[src/rtl/capture_window_scheduler.sv]
// capture_window_scheduler
// Sequences ADC acquisition windows: aligns on a period trigger, skips a number
// of periods, captures for a number of periods (or until a sample cap), then
// holds the closed window until the packetizer acknowledges it.
module capture_window_scheduler #(
    parameter int CNT_WIDTH       = 32,
    parameter int PER_WIDTH       = 8,
    parameter int DEFAULT_PERIODS = 5,
    parameter int DONE_WIDTH      = 16
) (
    input  logic                  clk,
    input  logic                  rst,
    input  logic                  soft_clear,
    input  logic                  enable,
    input  logic                  continuous,
    input  logic                  trig_sel,
    input  logic                  zcd_start,
    input  logic                  tick_60hz,
    input  logic [PER_WIDTH-1:0]  skip_periods,
    input  logic [PER_WIDTH-1:0]  save_periods,
    input  logic [CNT_WIDTH-1:0]  max_samples,
    input  logic                  sample_valid,
    input  logic                  fifo_full,
    input  logic                  pkt_ack,
    output logic                  capture_en,
    output logic                  win_sof,
    output logic                  win_eof,
    output logic [CNT_WIDTH-1:0]  win_len,
    output logic                  truncated,
    output logic                  overflow,
    output logic [DONE_WIDTH-1:0] windows_done,
    output logic [2:0]            state_o,
    output logic                  busy
);

    localparam logic [2:0] S_IDLE    = 3'd0;
    localparam logic [2:0] S_ARM     = 3'd1;
    localparam logic [2:0] S_SKIP    = 3'd2;
    localparam logic [2:0] S_CAPTURE = 3'd3;
    localparam logic [2:0] S_DRAIN   = 3'd4;

    logic [2:0]           state;
    logic [2:0]           state_nxt;
    logic [PER_WIDTH-1:0] per_cnt;
    logic [PER_WIDTH-1:0] skip_l;
    logic [PER_WIDTH-1:0] save_l;
    logic [CNT_WIDTH-1:0] samp_cnt;
    logic [CNT_WIDTH-1:0] max_l;
    logic                 cont_l;
    logic                 sof_seen;

    logic                 trig;
    logic                 accept;
    logic                 drop;
    logic [PER_WIDTH:0]   per_inc;
    logic [CNT_WIDTH-1:0] samp_inc;
    logic                 skip_done;
    logic                 per_close;
    logic                 cap_hit;
    logic                 win_close;
    logic                 rearm;

    // A zero period setting selects the default period count.
    function automatic logic [PER_WIDTH-1:0] eff_periods(input logic [PER_WIDTH-1:0] v);
        return (v == '0) ? PER_WIDTH'(DEFAULT_PERIODS) : v;
    endfunction

    // Trigger selection and decode of the events that move the window along
    always_comb begin
        trig      = trig_sel ? zcd_start : tick_60hz;
        accept    = sample_valid & ~fifo_full;
        drop      = sample_valid & fifo_full;
        // One extra bit so a period count of all-ones can still be matched.
        per_inc   = {1'b0, per_cnt} + (PER_WIDTH+1)'(1);
        samp_inc  = samp_cnt + CNT_WIDTH'(accept);
        skip_done = trig && (per_inc == {1'b0, skip_l});
        per_close = trig && (per_inc == {1'b0, save_l});
        cap_hit   = accept && (max_l != '0) && (samp_inc == max_l);
        win_close = per_close || cap_hit || !enable;
        rearm     = pkt_ack && cont_l && enable;
    end

    // State register
    always_ff @(posedge clk or negedge rst) begin
        if (!rst) begin
            state <= S_IDLE;
        end else if (soft_clear) begin
            state <= S_IDLE;
        end else begin
            state <= state_nxt;
        end
    end

    // Next-state logic
    always_comb begin
        state_nxt = state;
        case (state)
            S_IDLE:    if (enable) state_nxt = S_ARM;
            S_ARM: begin
                if (!enable)    state_nxt = S_IDLE;
                else if (trig)  state_nxt = S_SKIP;
            end
            S_SKIP: begin
                if (!enable)         state_nxt = S_IDLE;
                else if (skip_done)  state_nxt = S_CAPTURE;
            end
            S_CAPTURE: if (win_close) state_nxt = S_DRAIN;
            S_DRAIN: begin
                if (pkt_ack) state_nxt = rearm ? S_SKIP : S_IDLE;
            end
            default:   state_nxt = S_IDLE;
        endcase
    end

    // Window counters, latched configuration and registered status outputs
    always_ff @(posedge clk or negedge rst) begin
        if (!rst) begin
            per_cnt      <= '0;
            samp_cnt     <= '0;
            skip_l       <= '0;
            save_l       <= '0;
            max_l        <= '0;
            cont_l       <= 1'b0;
            sof_seen     <= 1'b0;
            win_sof      <= 1'b0;
            win_eof      <= 1'b0;
            win_len      <= '0;
            truncated    <= 1'b0;
            overflow     <= 1'b0;
            windows_done <= '0;
        end else if (soft_clear) begin
            per_cnt      <= '0;
            samp_cnt     <= '0;
            skip_l       <= '0;
            save_l       <= '0;
            max_l        <= '0;
            cont_l       <= 1'b0;
            sof_seen     <= 1'b0;
            win_sof      <= 1'b0;
            win_eof      <= 1'b0;
            win_len      <= '0;
            truncated    <= 1'b0;
            overflow     <= 1'b0;
            windows_done <= '0;
        end else begin
            win_sof <= 1'b0;
            win_eof <= 1'b0;
            case (state)
                S_ARM: begin
                    // The aligning trigger is not counted as a skipped period.
                    if (enable && trig) begin
                        per_cnt <= '0;
                        skip_l  <= eff_periods(skip_periods);
                        save_l  <= eff_periods(save_periods);
                        max_l   <= max_samples;
                        cont_l  <= continuous;
                    end
                end
                S_SKIP: begin
                    if (enable && trig) begin
                        if (skip_done) begin
                            per_cnt  <= '0;
                            samp_cnt <= '0;
                            sof_seen <= 1'b0;
                        end else begin
                            per_cnt <= per_inc[PER_WIDTH-1:0];
                        end
                    end
                end
                S_CAPTURE: begin
                    samp_cnt <= samp_inc;
                    if (drop) overflow <= 1'b1;
                    if (accept && !sof_seen) begin
                        win_sof  <= 1'b1;
                        sof_seen <= 1'b1;
                    end
                    // Period close has priority over cap and abort for the
                    // truncated flag.
                    if (win_close) begin
                        win_eof   <= 1'b1;
                        win_len   <= samp_inc;
                        truncated <= !per_close;
                        per_cnt   <= '0;
                    end else if (trig) begin
                        per_cnt <= per_inc[PER_WIDTH-1:0];
                    end
                end
                S_DRAIN: begin
                    if (pkt_ack) begin
                        if (windows_done != '1) windows_done <= windows_done + DONE_WIDTH'(1);
                        // The acknowledge cycle itself is never taken as a trigger.
                        if (rearm) begin
                            per_cnt <= '0;
                            skip_l  <= eff_periods(skip_periods);
                            save_l  <= eff_periods(save_periods);
                            max_l   <= max_samples;
                            cont_l  <= continuous;
                        end
                    end
                end
                default: ;
            endcase
        end
    end

    // State-decoded outputs
    always_comb begin
        state_o    = state;
        busy       = (state != S_IDLE);
        capture_en = (state == S_CAPTURE);
    end

endmodule

[config.mk]
export PLATFORM = sky130hd
export DESIGN_NAME = capture_window_scheduler
export DESIGN_NICKNAME = d
export VERILOG_FILES = /design/src/rtl/capture_window_scheduler.sv
export SDC_FILE = /design/constraint.sdc
export NUM_CORES = 1
export LEC_CHECK = 0
export CAP_MARGIN = 20
export CORE_UTILIZATION = 30
export DETAILED_ROUTE_END_ITERATION = 10
export PLACE_DENSITY = 0.52
export SKIP_LAST_GASP = 1
export SYNTH_ARGS = -nofsm -noshare
export SYNTH_HDL_FRONTEND = slang
export SYNTH_SLANG_ARGS = --single-unit
export TNS_END_PERCENT = 30
[constraint.sdc]
create_clock -name clk -period 4.19 [get_ports clk]
set_clock_uncertainty 0.05 [all_clocks]
set_input_delay 0.419 -clock clk [delete_from_list [all_inputs] [get_ports clk]]
set_output_delay 0.419 -clock clk [all_outputs]
set_load 0.03 [all_outputs]
# --- Word level (Yosys, flattened, before mapping) ---
# Cells that the tools add are included.
op_classes:
  n_addsub: 3
  eq_ne: 19
  bitwise: 3
  n_reduce_logical: 35
  mux: 70
ops:
  columns: ["cell", "count"]
  rows:
  - ["$mux 32", 10]
  - ["$mux 8", 18]
  - ["$pmux 32 s2", 2]
  - ["$mux 16", 4]
  - ["$add 32x1->32", 1]
  - ["$eq 32x32->1", 1]
  - ["$pmux 8 s2", 2]
  - ["$pmux 8 s4", 1]
  - ["$reduce_bool 32->1", 1]
  - ["$mux 3", 8]
  - ["$mux 1", 21]
  - ["$eq 9x8->1", 2]
  - ["$ne 3x3->1 const B", 6]
  - ["$add 16x1->16 const B", 1]
  - ["$logic_not 8->1", 2]
  - ["$ne 16x16->1 const B", 1]
  - ["$pmux 3 s5", 1]
  - ["$reduce_bool 2->1", 6]
  - ["$add 8x1->9 const B", 1]
  - ["$reduce_bool 3->1", 3]
  - ["$logic_and 1x1->1", 8]
  - ["$ne 4x4->1 const B", 2]
  - ["$reduce_and 4->1", 2]
  - ["$eq 3x2->1 const B", 2]
  - ["other kinds (16)", 24]
word_totals:
  reg_bits: 145
  word_cells: 144
  input_bits: 59
  out_inout_bits: 57

# --- Depth between registers and ports, before layout ---
depth:
  word_depth: 10
  mapped_depth: 17
  depth_no_buf: 15

# --- Least setup slack after synthesis ---
# Ideal clock, no wire load.
synth_timing:
  kind: "input to register"
  from: "input port fifo_full"
  to: "register win_len[11]"
  stages: 16
  setup_ns: 0.132
  required_ns: 4.008
  t_arrival_ns: 3.933
  path_buffers: 3
  setup_slack_ns: 0.075
  cell_sequence: "nand2b_1 -> inv_1 -> ha_1 -> nand3_2 -> or4_1 -> buf_2 -> nor4_1 -> mux2i_1 -> and4_1 -> nand4_1 -> or4_4 -> and3_4 -> o21a_1 -> buf_2 -> buf_6 -> o2bb2ai_1"
synth_between:
  elab_chain_len: 9
  elab_cells_between_ends: 13
  cone_classes: "add/sub: 1; eq/ne: 1; mux: 3; bitwise: 2; reduce/logical: 6"
synth_lines:
  columns: ["item", "line_no", "source"]
  rows:
  - ["start, declared", "23", "input logic fifo_full,"]
  - ["$not 1->1 (*)", "71", "accept = sample_valid & ~fifo_full;"]
  - ["$and 1x1->1 (*)", "71", null]
  - ["$add 32x1->32", "75", "samp_inc = samp_cnt + CNT_WIDTH'(accept);"]
  - ["$eq 32x32->1", "78", "cap_hit = accept && (max_l != '0) && (samp_inc == max_l);"]
  - ["$logic_and 1x1->1", "78", null]
  - ["$logic_or 1x1->1 (2 in a row)", "79", "win_close = per_close || cap_hit || !enable;"]
  - ["$reduce_bool 2->1 (no line)", null, null]
  - ["$reduce_and 2->1 (no line)", null, null]
  - ["end signal, assigned", "181", "win_len <= samp_inc;"]
  - ["end, declared", "28", "output logic [CNT_WIDTH-1:0] win_len,"]
# Mark *: on every way between the ends. The rest lies on a longest branch, timed or not. The select of a mux whose other input is x is not followed.
# A chain may end at the register's enable or synchronous reset.

# --- Final worst setup path ---
layout_timing:
  from: "input port fifo_full"
  to: "register win_len[15]"
# The elaborated chain is that of the path after synthesis.

==> summary.md <==
| Metric | Value |
|---|---|
| Status | `completed` |
| Critical path launch point | `fifo_full` |
| RSZ-0062 raised after global routing | `no` |
| Crit-path slowest cell | `or4_4` |
| Max-cap viol count | `0` |
| Power Density | `339 nW/µm²` |
| Most common flop cell mapped by yosys | `dfrtp_1` |
| Internal Power | `2.54 mW` |
| Max FO, Critical Path | `29` |
| Post-synth ARST share | `100%` |
| Gr ovfl total | `0` |
| Initial antenna violation count | `0` |
| Diodes inserted | `0` |
| Total Neg Setup Slack | `0 ns` |
| Worst-margin pin slew | `0.915 ns` |
| Die Span X | `168 µm` |
| Clock Power Share | `41.7%` |
| FF-to-FF setup slack | `0.25 ns` |
| Hold Crit Start | `sample_valid` |
| # port buffers | `115` |
| Leading area contributor after synthesis | `dfrtp_1` |
| Layout area overhead | `30.4%` |
| Io pins | `116` |
| Peak Freq | `246 MHz` |
| Comb power frac | `16.2%` |
| Crit path max-delay family | `simple AND/OR/NAND/NOR gates` |
| Power share of the sequential group | `42.0%` |
| Startpoint types | `input pin` |
| Clock Tree Root | `clkbuf_16` |
| Slew margin rel. | `39.0%` |
| Antenna viol nets, final | `0` |
| Later-pin clock latency in the skew report | `0.43 ns` |
| Fin. Hold Viols | `0` |
| Syn nets | `997` |
| Pins Over Slew Limit | `0` |
| Levels on crit path | `16` |
| Worst r2r src | `samp_cnt[6]` |
| Final net count | `1138` |
| Synth Register Bits | `145` |
| Die area | `28300 µm²` |
| R2r endpoint | `win_len[15]` |
| Cell Area, Synth | `8290 µm²` |
| Num CTS Buffers | `17` |
| Most frequent cells in the layout | `148 x nand2_1, 145 x dfrtp_1, 112 x clkdlybuf4s50_1` |
| Ys Warns | `0` |
| Area of the multi-input gates | `4350 µm²` |
| Core Area | `27000 µm²` |
| Most common library cell in the layout ignoring fill and taps | `nand2_1` |
| Worst stage delay on the critical path | `0.57 ns` |
| Drt via density | `5.15` |
| Crit-path cells | `clkdlybuf4s50_1 -> nand2b_4 -> inv_2 -> ha_1 -> nand3_2 -> or4_4 -> buf_4 -> xor2_1 -> a32o_1 -> a2111oi_2 -> nand4_1 -> or4_4 -> and3_4 -> o21a_1 -> buf_12 -> a22o_1` |
| Ranking of synthesized cells by area | `dfrtp_1 44%, nand2_1 6.7%, xnor2_1 5.3%` |
| Synth Area per Inst | `8.88 µm²` |
| First-pass DRT Iterations | `6` |
| Final worst-path cycle share | `97.0%` |
| DR vias | `7359` |
| Final worst path period need | `4.06 ns` |
| Number of flops mapped to enable cells by yosys | `0` |
| Mean routed wirelength per cell | `18.2 µm` |
| Leakage | `4.51 nW` |
| Crit path kind | `in -> reg` |
| Overall Power | `3.66 mW` |
| FF-to-FF path depth | `12` |
| Worst hold-check path type | `in -> reg` |
| CTS tree | `done` |
| Switching Power | `1.12 mW` |
| Initial DRC count | `544` |
| Sequential cell area | `3630 µm²` |
| Post-Route WL | `25.9 mm` |
| WP data arrival | `4.33 ns` |
| Share of cells above drive strength 1 | `13.2%` |
| Synth unique cells | `69` |
| Post-synth top area share | `43.8%` |
| H-tree Lvls | `4` |
| GRT Overall Usage | `18.7%` |
| Post-synthesis sequential area ratio | `43.8%` |
| Clock slew at reported path FFs | `0.07 ns` |
| CTS max path bufs | `2` |
| Most frequent CP cell | `or4_4` |
| Rows | `60` |
| Crit end category | `flip-flop` |
| Hpwl dp | `18.7 mm` |
| Crit path capture | `win_len[15]` |
| GP Congestion | `0.921` |
| Die H | `168 µm` |
| Worst Path Buf+Inv | `4` |
| Syn Inst Count | `933` |
| Peak supply drop | `0.241 mV` |
| Initial Utilization | `30.7%` |
| First-pass GRT wire length | `41.1 mm` |
| Final Util | `40.0%` |
| Sw frac | `30.6%` |
| # setup viols final | `0` |
| CTS sink count | `145` |
| Fillers | `2760` |
| Pin count of the biggest net entering global routing | `88` |
| Critical Path RT | `4.46 ns` |
| Residual DRC | `0` |
| Vias in the first global route | `7222` |
what timing repair did:
action | in CTS | in global routing
hold buffers | 1 | 0
endpoints found under the hold margin | 58 | 0
endpoints found under the setup margin | 0 | 42
buffers inserted | 0 | 3
resized for setup | 0 | 13
worst min-delay path by stage:
| stage | slack (ns) | endpoint | cells after the start |
|---|---|---|---|
| after global routing | 0.33 | overflow | 3 |
| after floorplan | 0.07 | cont_l | 0 |
| after global placement | 0.38 | win_sof | 1 |
| after CTS | 0.41 | win_sof | 1 |
| after detailed placement | 0.38 | win_eof | 1 |
| final | 0.32 | overflow | 3 |
tightest hold or removal path: stages:
cell and delay (ns):
dlymetal6s2s_1 0.15, a31oi_1 0.12, nor2_1 0.07
cell type report:
| type | instances | share of cell area, % |
|---|---|---|
| multi-input cells | 701 | 40.2 |
| inverters | 17 | 0.591 |
| clock inverters | 15 | 1.38 |
| flip-flops and latches | 145 | 33.6 |
| clock buffers | 17 | 3.94 |
| repair buffers | 192 | 16.3 |
| well taps | 341 | 3.95 |
layer usage:
metal  wire length (µm)  up-vias  global-route usage [%]
met5                  0        -                       0
met4                534        0                    5.73
met3               1390       36                    4.16
met2              11800      200                    29.0
met1              12300     3524                    25.9
li1                   -     3599                       -
registers in the layout (all words and copies together) (netlist names):
register,cells
per_cnt,8
truncated,1
win_len,32
win_sof,1
windows_done,16
samp_cnt,32
state_o,3
max_l,32
sof_seen,1
overflow,1
win_eof,1
cont_l,1
save_l,8
skip_l,8
cell usage after synthesis (12+ instances only):
| cell | n |
|---|---|
| a21oi_1 | 68 |
| a22o_1 | 21 |
| and3_1 | 15 |
| buf_2 | 19 |
| clkbuf_1 | 42 |
| dfrtp_1 | 145 |
| inv_1 | 17 |
| nand2_1 | 148 |
| nand3_1 | 23 |
| nand4_1 | 25 |
| nor2_1 | 69 |
| nor3_1 | 15 |
| nor4_1 | 20 |
| o21ai_0 | 58 |
| o2bb2ai_1 | 12 |
| o31ai_1 | 15 |
| xnor2_1 | 50 |
| xor2_1 | 35 |
power by group through the flow:
stage	Combinational (mW)	Clock [mW]	Sequential, mW
finish	0.594	1.53	1.54
global route	0.655	1.62	1.55
global placement	0.593	0	1.56
CTS	0.599	1.55	1.54
floorplan	0.353	0	1.54
detailed placement	0.595	0	1.56
stage by stage:
stage / setup WS, ns / hold WS [ns] / area, µm² / cells
after global routing: 0.00718 / 0.326 / 10800 / 1428
after floorplan: 0.0753 / 0.0734 / 8290 / 933
after global placement: -0.371 / 0.377 / 10100 / 1391
after detailed placement: -0.422 / 0.380 / 10100 / 1391
final: 0.125 / 0.317 / 10800 / 1428
after CTS: 0.0161 / 0.405 / 10700 / 1424
logic make-up (layout without fill, tap and decap cells):
group / Yosys count / count (layout) / share of synthesized area (%)
and+or+nand+nor: 385 / 385 / 23.7
adders and majority gates: 6 / 6 / 0.876
muxes: 9 / 9 / 1.10
xor gates and xnor gates: 86 / 86 / 9.25
AOI/OAI and AO/OA: 215 / 215 / 16.6
buffers and inverters: 87 / 241 / 4.63
DFF: 145 / 145 / 43.8
No activity file was read; power rests on OpenSTA's default activity.
